$ cat src/rtl/store_write_buffer.sv
// store_write_buffer: posted-write FIFO between the core store path and the
// data memory write port. Stores are accepted in one cycle, drained in order
// one word per cycle while the memory port is free, and loads forward from the
// youngest matching pending store.

// Per-entry forwarding comparator: one instance per buffer slot.
module swb_entry_match #(
   parameter int IDX_W = 6
) (
   input  logic             valid,
   input  logic [IDX_W-1:0] entry_idx,
   input  logic [IDX_W-1:0] ld_idx,
   output logic             hit
);
   // Match on the memory word index only, so aliasing mirrors the memory.
   assign hit = valid && (entry_idx == ld_idx);
endmodule

module store_write_buffer #(
   parameter int DEPTH = 4,
   parameter int IDX_W = 6
) (
   input  logic                     clock,
   input  logic                     reset,
   input  logic                     st_valid,
   input  logic [31:0]              st_addr,
   input  logic [31:0]              st_data,
   output logic                     st_ready,
   input  logic [31:0]              ld_addr,
   output logic                     ld_hit,
   output logic [31:0]              ld_data,
   input  logic                     mem_busy,
   output logic                     mem_we,
   output logic [31:0]              mem_addr,
   output logic [31:0]              mem_wdata,
   output logic                     empty,
   output logic [$clog2(DEPTH):0]   count
);
   localparam int PTR_W = $clog2(DEPTH);
   localparam int CNT_W = PTR_W + 1;

   logic [PTR_W-1:0]  head_q, tail_q;
   logic [CNT_W-1:0]  count_q;
   logic [DEPTH-1:0]  ent_valid_q;
   logic [31:0]       ent_addr_q [DEPTH];
   logic [31:0]       ent_data_q [DEPTH];
   logic [DEPTH-1:0]  hit_vec;
   logic              push, drain;
   logic              unused_ld;

   // Only the word-index bits of the load address take part in forwarding.
   assign unused_ld = ^{ld_addr[31:IDX_W+2], ld_addr[1:0]};

   assign empty    = (count_q == '0);
   assign count    = count_q;
   // Full blocks a push even when a drain frees a slot on the same edge.
   assign st_ready = (count_q != CNT_W'(DEPTH));
   assign push     = st_valid && st_ready;
   assign drain    = mem_we;

   // Write port: head entry, zeroed when idle or in reset so nothing stale leaks.
   assign mem_we    = !reset && !empty && !mem_busy;
   assign mem_addr  = (reset || empty) ? 32'd0 : ent_addr_q[head_q];
   assign mem_wdata = (reset || empty) ? 32'd0 : ent_data_q[head_q];

   // One comparator per slot against the load's word index.
   genvar g;
   generate
      for (g = 0; g < DEPTH; g++) begin : g_match
         swb_entry_match #(.IDX_W(IDX_W)) u_match (
            .valid     (ent_valid_q[g]),
            .entry_idx (ent_addr_q[g][IDX_W+1:2]),
            .ld_idx    (ld_addr[IDX_W+1:2]),
            .hit       (hit_vec[g])
         );
      end
   endgenerate

   // Scan from oldest to youngest; the last match seen is the youngest store.
   always_comb begin
      logic [PTR_W-1:0] idx;
      idx     = '0;
      ld_hit  = 1'b0;
      ld_data = 32'd0;
      for (int k = 0; k < DEPTH; k++) begin
         idx = head_q + PTR_W'(k);
         if (hit_vec[idx]) begin
            ld_hit  = 1'b1;
            ld_data = ent_data_q[idx];
         end
      end
   end

   // Pointers, occupancy and valid bits; reset discards all pending stores.
   always_ff @(posedge clock) begin
      if (reset) begin
         head_q      <= '0;
         tail_q      <= '0;
         count_q     <= '0;
         ent_valid_q <= '0;
      end else begin
         if (drain) begin
            ent_valid_q[head_q] <= 1'b0;
            head_q              <= head_q + 1'b1;
         end
         if (push) begin
            ent_valid_q[tail_q] <= 1'b1;
            tail_q              <= tail_q + 1'b1;
         end
         count_q <= count_q + CNT_W'(push) - CNT_W'(drain);
      end
   end

   // Entry payload; qualified by the valid bits, so it needs no reset.
   always_ff @(posedge clock) begin
      if (push) begin
         ent_addr_q[tail_q] <= st_addr;
         ent_data_q[tail_q] <= st_data;
      end
   end
endmodule

$ cat config.mk
export PLATFORM = sky130hd
export DESIGN_NAME = store_write_buffer
export DESIGN_NICKNAME = d
export VERILOG_FILES = /design/src/rtl/store_write_buffer.sv
export SDC_FILE = /design/constraint.sdc
export NUM_CORES = 1
export LEC_CHECK = 0
export ABC_AREA = 1
export CORE_MARGIN = 1
export CORE_UTILIZATION = 45
export CTS_CLUSTER_DIAMETER = 80
export DETAILED_ROUTE_END_ITERATION = 7
export GPL_ROUTABILITY_DRIVEN = 1
export PLACE_DENSITY = 0.77
export SLEW_MARGIN = 20
export SYNTH_ARGS = -nofsm -noshare
export SYNTH_HDL_FRONTEND = slang
export SYNTH_SLANG_ARGS = --single-unit
$ cat constraint.sdc
create_clock -name clock -period 5.7 [get_ports clock]
set_clock_uncertainty 0.05 [all_clocks]
set_input_delay 0.57 -clock clock [delete_from_list [all_inputs] [get_ports clock]]
set_output_delay 0.57 -clock clock [all_outputs]
set_load 0.005 [all_outputs]
=== Word-level counts from Yosys, hierarchy flattened ===
Memory sizes are Yosys's and may differ from the RTL's. A register that Yosys moved wholly into a read port is not among the register bits.
Cells that the tools add are included.

* $lt $le $gt $ge: 7
* Reduce and logical (&&, ||, !) cells: 14
* Mux-type cells: 31
* Bitwise logic cells: 3
* $add $sub $neg: 6
* Eq/ne operators: 5

{| class="wikitable"
|+ Operators with widths
! kind !! number
|-
| two-way mux 32 bit || 6
|-
| equality test 6 bit || 4
|-
| < comparator 2 x 3 -> 1 bit (second input constant) || 5
|-
| two-way mux 1 bit || 12
|-
| two-way mux 4 bit || 3
|-
| logical AND 1 bit || 9
|-
| binary-select mux 1 bit (select 2 bit) || 4
|-
| two-way mux 2 bit || 4
|-
| adder 2 x 1 -> 2 bit (second input constant) || 2
|-
| adder 2 bit (second input constant) || 2
|-
| bitwise AND 4 bit || 1
|-
| demux 1 bit (select 2 bit) || 2
|-
| greater-or-equal comparator 2 x 1 -> 1 bit (second input constant) || 2
|-
| inverter 4 bit || 1
|-
| OR 4 bit || 1
|-
| adder 3 x 1 -> 3 bit || 1
|-
| zero test 1 bit || 3
|-
| zero test 3 bit || 1
|-
| != test 3 bit (second input constant) || 1
|-
| subtractor 3 x 1 -> 3 bit || 1
|-
| logical OR 1 bit || 1
|}

* Bits in writable memories: 256
* Register bits: 11
* Input port bits: 100
* Memories kept: 2
* Word-level logic and storage cells: 72
* Output and inout port bits: 103

{| class="wikitable"
|+ Memory list
! memory !! words !! width !! rd ports !! clocked after memory_dff !! wr ports !! line !! RTL
|-
| ent_addr_q || 4 || 32 || 5 || 1 || 1 || 45 || <nowiki>logic [31:0] ent_addr_q [DEPTH];</nowiki>
|-
| ent_data_q || 4 || 32 || 4 || 1 || 1 || 46 || <nowiki>logic [31:0] ent_data_q [DEPTH];</nowiki>
|}

=== Longest topological paths before layout ===
Gate-level depths: netlist (run 1).

* Word-level depth: 10
* Mapped depth: 16
* Depth with buffers taken out: 14

=== Modules after synthesis ===
Synthesis (run 1) repeated with hierarchy kept, for this count alone.

* Cell total of the unflattened synthesis: 1952
* Area, all modules: 15143.3 um^2

{| class="wikitable"
|+ Modules (own cells, without submodules)
! module !! cells an instance !! seq. area each (um^2) !! area each (um^2) !! times used
|-
| store_write_buffer || 1832 || 7947.6 || 14652.8 || 1
|-
| swb_entry_match || 30 || 0.0 || 122.6 || 4
|}

=== Worst setup path before layout (run 1) ===
OpenSTA, ideal clock, no wires.

* Path type: register to output
* Start point: register head_q[0]
* End point: output port ld_data[15]
* Stages on the path, launching flop included: 17
* Data arrival time: 2445 ps
* Data required time: 5080 ps
* Path buffers: 6
* Setup slack: 2635 ps
* Path through: dfxtp_1 -> buf_2 -> inv_1 -> buf_2 -> buf_2 -> ha_1 -> buf_2 -> inv_1 -> buf_4 -> buf_2 -> mux2i_1 -> nand3_1 -> nand2_1 -> inv_1 -> nand2_1 -> nand2_1 -> nand2_1

* Word-level cells in the longest chain between the ends: 6
* Elaborated cells on any way between the ends: 16
* Those cells by class: add/sub (3); mux (12); memory (1)

{| class="wikitable"
|+ RTL lines
! what !! line !! RTL
|-
| from (decl) || 42 || <nowiki>logic [PTR_W-1:0] head_q, tail_q;</nowiki>
|-
| from (signal assigned) || 104 || <nowiki>head_q <= head_q + 1'b1;</nowiki>
|-
| adder 2 x 1 -> 2 bit / binary-select mux 1 bit (select 2 bit) (equally long branches) || 86, 87 ||
|-
| binary-select mux 1 bit (select 2 bit) / two-way mux 1 bit (equally long branches) || 87 || <nowiki>if (hit_vec[idx]) begin</nowiki>
|-
| two-way mux 1 bit (implied by the code) / two-way mux 32 bit (equally long branches) || 87 ||
|-
| two-way mux 32 bit (2 in series) || 87 ||
|-
| two-way mux 32 bit (*) || 87 ||
|-
| to (decl) || 31 || <nowiki>output logic [31:0] ld_data,</nowiki>
|}

Every way passes the cells marked *; elsewhere a longest branch is shown, timed or not. The select of a mux whose other input is x is not followed.

=== Worst setup path after layout (run 1) ===
* Start point: register head_q[1]
* End point: output port ld_data[29]

The elaborated chain is that of the path after synthesis.

==> results.txt, run 1 <==
final worst-path setup slack - 942.0 ps
peak supply drop - 270.8 uV
P_int - 5.108 mW
worst-path fanout max - 42
Non-Filler Instances - 2410
combinational share of power - 48.6%
CP Class - reg -> out
setup violators final - 0
cell family with most CP delay - buffers and inverters
Max stage delay cell, worst path - clkinv_2
total power - 8.549 mW
Skew-Pair Late Insertion Delay - 560 ps
hold buffer count at cts - 0
Tightest Pin Transition - 1071 ps
Post-DP Area - 17340 um2
cells after synthesis - 1831
Layout Nets - 2049
Die W - 187.6 um
I/O Pins - 203
first-pass GRT wire length - 66340 um
Leak - 7.480 nW
Net Sw Power - 3.441 mW
largest net degree at the start of global routing - 112
Final Cell Area - 18310 um2
GP Congestion - 0.8279
Initial Utilization - 46.00%
area of the multi-input gates - 6122 um2
final wirelength - 42180 um
setup bufs post-CTS - 0
register area share after synthesis - 51.27%
critical path, cell by cell - inv_1 -> ha_2 -> clkinv_2 -> nand3_2 -> nand2_2 -> buf_4 -> inv_2 -> o21ai_0 -> nand2_1 -> clkdlybuf4s50_1
Max Cap Violations - 0
Avg WL per Cell - 17.50 um
post-CTS resize count - 0
syn_nets - 1942
core box area - 33700 um2
post-layout util - 54.33%
Worst setup SP type - flop
initial antenna violation count - 5
Reg power frac - 29.5%
row count - 67
dpl cells - 2354
DRC - 0
Num Clock Sinks - 269
Fin. Hold Viols - 0
Global Route Usage Sum - 23.63%
hpwl dp - 25030 um
max-slew violation count - 0
vias per std cell - 5.412
clock buffer depth - 3
Filler cells - 2964
Max-slew headroom - 28.55%
Unique masters post-synth - 38
Worst Hold Class - reg -> reg
Mapped Avg Cell Area - 8.467 um2
IO buf count - 176
status - complete, no violations
root buffer cell - clkbuf_16
CP Buf/Inv Count - 5
Detail Route Antenna Nets - 0
fin crit share - 83.47%
CP peak stage delay - 640 ps
Total Neg Setup Slack - 0 ps
Die Y - 187.6 um
Crit. End Element - primary output
Yosys reg bits - 269
H-tree depth - 1
GRT overflow - 0
TritonRoute pass-1 iters - 8
hold slack - 421.5 ps
CTS tree - done
Synth Cell Area - 15500 um2
Switching Share - 40.25%
PD cells - 466.9 nW/um2
area grow syn2layout - 18.11%
Arrival @ worst endpoint - 4140 ps
DRT iter0 DRCs - 1218
Place WS - 1352 ps
routed vias - 13040
required time worst endpoint - 5080 ps
Synth warnings - 0
clock group share of total power - 21.9%
Inserted Clock Buffers - 30
die area - 35200 um2
fraction of final layout cells with drive strength greater than 1 - 6.789%
RSZ-0062 raised after global routing - no
fin crit period - 4758 ps
vias in the first global route - 12920
fmax - 210.2 MHz
Register Area - 7956 um2
clk slew on worst S/H paths - 60 ps
## registers in the layout (all words and copies together) (netlist names), named ones only
name,cells
count,3
head_q,2
ent_valid_q,4
ent_data_q,128
tail_q,2
ent_addr_q,128
## cell families (layout without fill, tap and decap cells)
| logic type | count (synthesis) | count (layout) | share of synthesized area [%] |
|---|---|---|---|
| multiplexers | 63 | 63 | 4.068 |
| AND/OR/NAND/NOR | 805 | 805 | 21.95 |
| XOR/XNOR | 4 | 4 | 0.2260 |
| AO/OA/AOI/OAI | 352 | 352 | 12.29 |
| adder cells (fa/ha/maj) | 11 | 11 | 0.9362 |
| other | 0 | 3 | 0 |
| buffers and inverters | 327 | 455 | 9.257 |
| flip-flops | 269 | 269 | 51.27 |
## power groups by stage
stage	Sequential (mW)	Clock, mW	Combinational, mW
after floorplan	2.48	0	2.66
final	2.53	1.87	4.15
after global routing	2.55	1.98	4.58
after global placement	2.55	0	4.00
after CTS	2.53	1.90	4.12
after detailed placement	2.56	0	4.11
## Yosys cell counts, drive strengths merged
cell      n  share of area, %
a211oi    1             0.048
a21boi    3              0.19
a21oi   145               4.7
a32oi    32               1.8
buf      76               3.2
clkbuf   46               1.1
dfxtp    13               1.7
edfxtp  256                50
fa        1              0.13
ha       10              0.81
inv     205               5.0
mux2i    63               4.1
nand2   435                11
nand3   114               4.7
nand4     1             0.040
nor2    248               6.0
nor3      3              0.24
o211ai    2             0.097
o21ai   168               5.4
o22ai     1             0.040
or2       4              0.16
xnor2     3              0.17
xor2      1             0.057
## area by class of cell
cell class                 instances  share of cell area (%)
inverter                         205                   4.250
clock buffer                      39                   4.394
timing repair buffer             197                   10.50
clock inverter                    14                  0.8610
tap                              448                   3.061
antenna                            3                 0.04100
multi-input combinational       1235                   33.44
sequential                       269                   43.45
## worst reg2reg max path, stage by stage (launching register included)
cell	delay [ps]
dfxtp_1	370
nor2_1	120
nand2_1	70
nand2_1	170
inv_1	120
nand2_1	120
clkinv_2	820
buf_4	580
## routing by layer
metal  track usage (%)  wire [um]
met3             5.877       4451
met4             9.099       1340
met5                 0         46
met2             41.88      20410
met1             27.35      15930
## cells in the final DEF (no fill, tap or decap), types with 12 or more instances in the layout
| master | count |
|---|---|
| o21ai_0 | 162 |
| inv_1 | 189 |
| nand3_1 | 83 |
| edfxtp_1 | 256 |
| nand3_2 | 30 |
| buf_4 | 20 |
| clkdlybuf4s50_1 | 176 |
| nand2_1 | 428 |
| nor2_1 | 246 |
| mux2i_1 | 63 |
| a21oi_1 | 145 |
| clkbuf_16 | 30 |
| a32oi_1 | 32 |
| clkinv_2 | 12 |
## final timing paths
kind,from,to,slack [ps],depth (start not counted)
max,head_q[1],ld_data[29],940,10
max reg2reg,count[1],ent_data_q[0][14],3000,7
min reg2reg,ent_valid_q[1],ent_valid_q[1],420,2
min,ent_valid_q[1],ent_valid_q[1],420,2
No activity file was read; power rests on OpenSTA's default activity.
==> inputs of run 2 (changes only) <==
--- a/config.mk
+++ b/config.mk
@@ -11,7 +11,7 @@
 export CTS_CLUSTER_DIAMETER = 80
 export DETAILED_ROUTE_END_ITERATION = 7
 export GPL_ROUTABILITY_DRIVEN = 1
-export PLACE_DENSITY = 0.77
+export PLACE_DENSITY = 0.8
 export SLEW_MARGIN = 20
 export SYNTH_ARGS = -nofsm -noshare
 export SYNTH_HDL_FRONTEND = slang
==> constraint.sdc (replaced) <==
create_clock -name clock -period 4.1 [get_ports clock]
set_clock_uncertainty 0.05 [all_clocks]
set_input_delay 0.41 -clock clock [delete_from_list [all_inputs] [get_ports clock]]
set_output_delay 0.41 -clock clock [all_outputs]
set_load 0.005 [all_outputs]
==> results.txt, run 2 (same netlist as run 1, synthesis figures left out) <==
WL met1 - 16120 um
Total Neg Setup Slack - 0 ps
Worst setup SP type - flop
GP Congestion - 0.8383
TritonRoute pass-1 iters - 8
hold depth - 2
first-pass GRT wire length - 66720 um
Arrival @ worst endpoint - 3540 ps
PD cells - 648.4 nW/um2
most common cell after layout, fill and taps aside - nand2_1
hold buffer count at cts - 0
cell family with most CP delay - buffers and inverters
Inserted Clock Buffers - 28
CTS tree - done
final wirelength - 43050 um
vias in the first global route - 12970
FF-to-FF path depth - 11
hpwl dp - 25770 um
cell mode on critical path - nand2_1
clock buffer depth - 3
Num Clock Sinks - 269
fraction of final layout cells with drive strength greater than 1 - 6.911%
FF-to-FF End - count[2]
Max Cap Violations - 0
Crit. End Element - primary output
vias per std cell - 5.534
crit path launch - head_q[1]
post-CTS resize count - 0
hold path start - ent_valid_q[3]
top routing layer in use - met5
biggest regs - ent_addr_q x128, ent_data_q x128, ent_valid_q x4
max-slew violation count - 0
IO buf count - 176
Skew-Pair Late Insertion Delay - 550 ps
Layout Nets - 2057
CP peak stage delay - 520 ps
peak supply drop - 661.0 uV
largest net degree at the start of global routing - 199
CP Class - reg -> out
Max-slew headroom - 41.96%
critical path, cell by cell - inv_1 -> ha_2 -> buf_4 -> nand3_4 -> nand2_4 -> buf_12 -> nand3_1 -> nand2_1 -> nand2_1 -> nand2_1 -> clkdlybuf4s50_1
clk slew on worst S/H paths - 60 ps
DRC - 0
DRT iter0 DRCs - 1540
row count - 67
RSZ-0062 raised after global routing - no
worst-path fanout max - 35
root buffer cell - clkbuf_16
Leak - 7.531 nW
I/O Pins - 203
Fin. Hold Viols - 0
Die W - 187.6 um
worst min-delay path endpoint - ent_valid_q[3]
Max stage delay cell, worst path - clkdlybuf4s50_1
Global Route Usage Sum - 23.71%
met2 WL post-DR - 20470 um
setup bufs post-CTS - 0
core box area - 33700 um2
fmax - 250.1 MHz
required time worst endpoint - 3640 ps
Non-Filler Instances - 2419
status - complete, no violations
setup violators final - 0
Initial Utilization - 46.00%
initial antenna violation count - 5
Avg WL per Cell - 17.80 um
most frequent cells in the layout - nand2_1 (428), edfxtp_1 (256), nor2_1 (246)
H-tree depth - 1
Tightest Pin Transition - 870.6 ps
routed vias - 13390
CP Buf/Inv Count - 4
dpl cells - 2364
GRT overflow - 0
Worst Hold Class - reg -> reg
fin crit period - 3998 ps
Detail Route Antenna Nets - 0
Worst R2R Setup Slack - 1380 ps
fin crit share - 97.51%
hold slack - 427.4 ps
area grow syn2layout - 18.93%
worst reg2reg path startpoint - count[1]
WL met3 - 5082 um
die area - 35200 um2
Die Y - 187.6 um
==> run 2: cell types whose count changed in the layout (fill, tap and decap cells not counted), moves of 2 or more <==
cell	previous run	this run
buf_12	0	7
clkinv_2	12	7
clkbuf_8	2	4
clkbuf_1	7	10
buf_4	20	23
clkinv_1	2	5
==> run 2: per-stage QoR <==
| stage | setup WS, ps | utilization [%] | power (mW) | cell area, um2 |
|---|---|---|---|---|
| 4_1_cts | 170.3 | 54.66 | 11.87 | 18420 |
| 5_1_grt | 25.57 | 54.69 | 12.64 | 18430 |
| 2_1_floorplan | 1195 | - | 7.153 | 15500 |
| 6_report | 102.1 | 54.71 | 11.96 | 18440 |
| 3_5_place_dp | 453.6 | 51.96 | 9.382 | 17510 |
| 3_3_place_gp | 492.1 | 51.96 | 9.211 | 17510 |
==> run 2: how the worst max path moves through the flow <==
| stage | endpoint | slack, ps | cells after the start |
|---|---|---|---|
| 6_report | ld_data[0] | 100 | 11 |
| 5_1_grt | ld_data[2] | 30 | 11 |
| 4_1_cts | ld_data[0] | 170 | 11 |
| 3_5_place_dp | ld_data[31] | 450 | 15 |
| 3_3_place_gp | ld_data[29] | 490 | 14 |
| 2_1_floorplan | ld_data[15] | 1190 | 16 |
==> run 2: cell type report <==
type	count	area, um2
fill	2923	15260
inverter	205	777.0
tap	448	560.5
antenna	3	7.507
clock inverter	9	92.59
multi-input combinational	1235	6122
timing repair buffer	207	2102
clock buffer	43	818.3
sequential	269	7956
==> run 2: worst reg2reg max path, stage by stage, from the launching register on <==
cell and delay [ps]:
dfxtp_1 440, nor3_1 110, nor2_1 120, inv_2 40
nor2_1 490, ha_1 340, inv_1 60, ha_1 130
inv_1 50, fa_1 400, or2_2 300, a21oi_1 120
==> run 2: per-layer routing <==
| metal | up-vias | track usage [%] |
|---|---|---|
| li1 | 6319 | - |
| met2 | 757 | 40.19 |
| met5 | - | 0 |
| met1 | 6191 | 29.08 |
| met4 | 4 | 9.037 |
| met3 | 115 | 5.821 |
==> run 2: report_power, final <==
group | total [mW] | switching, mW | internal (mW)
combinational | 6.00 | 3.68 | 2.32
clock | 2.50 | 1.01 | 1.49
sequential | 3.46 | 0.146 | 3.31
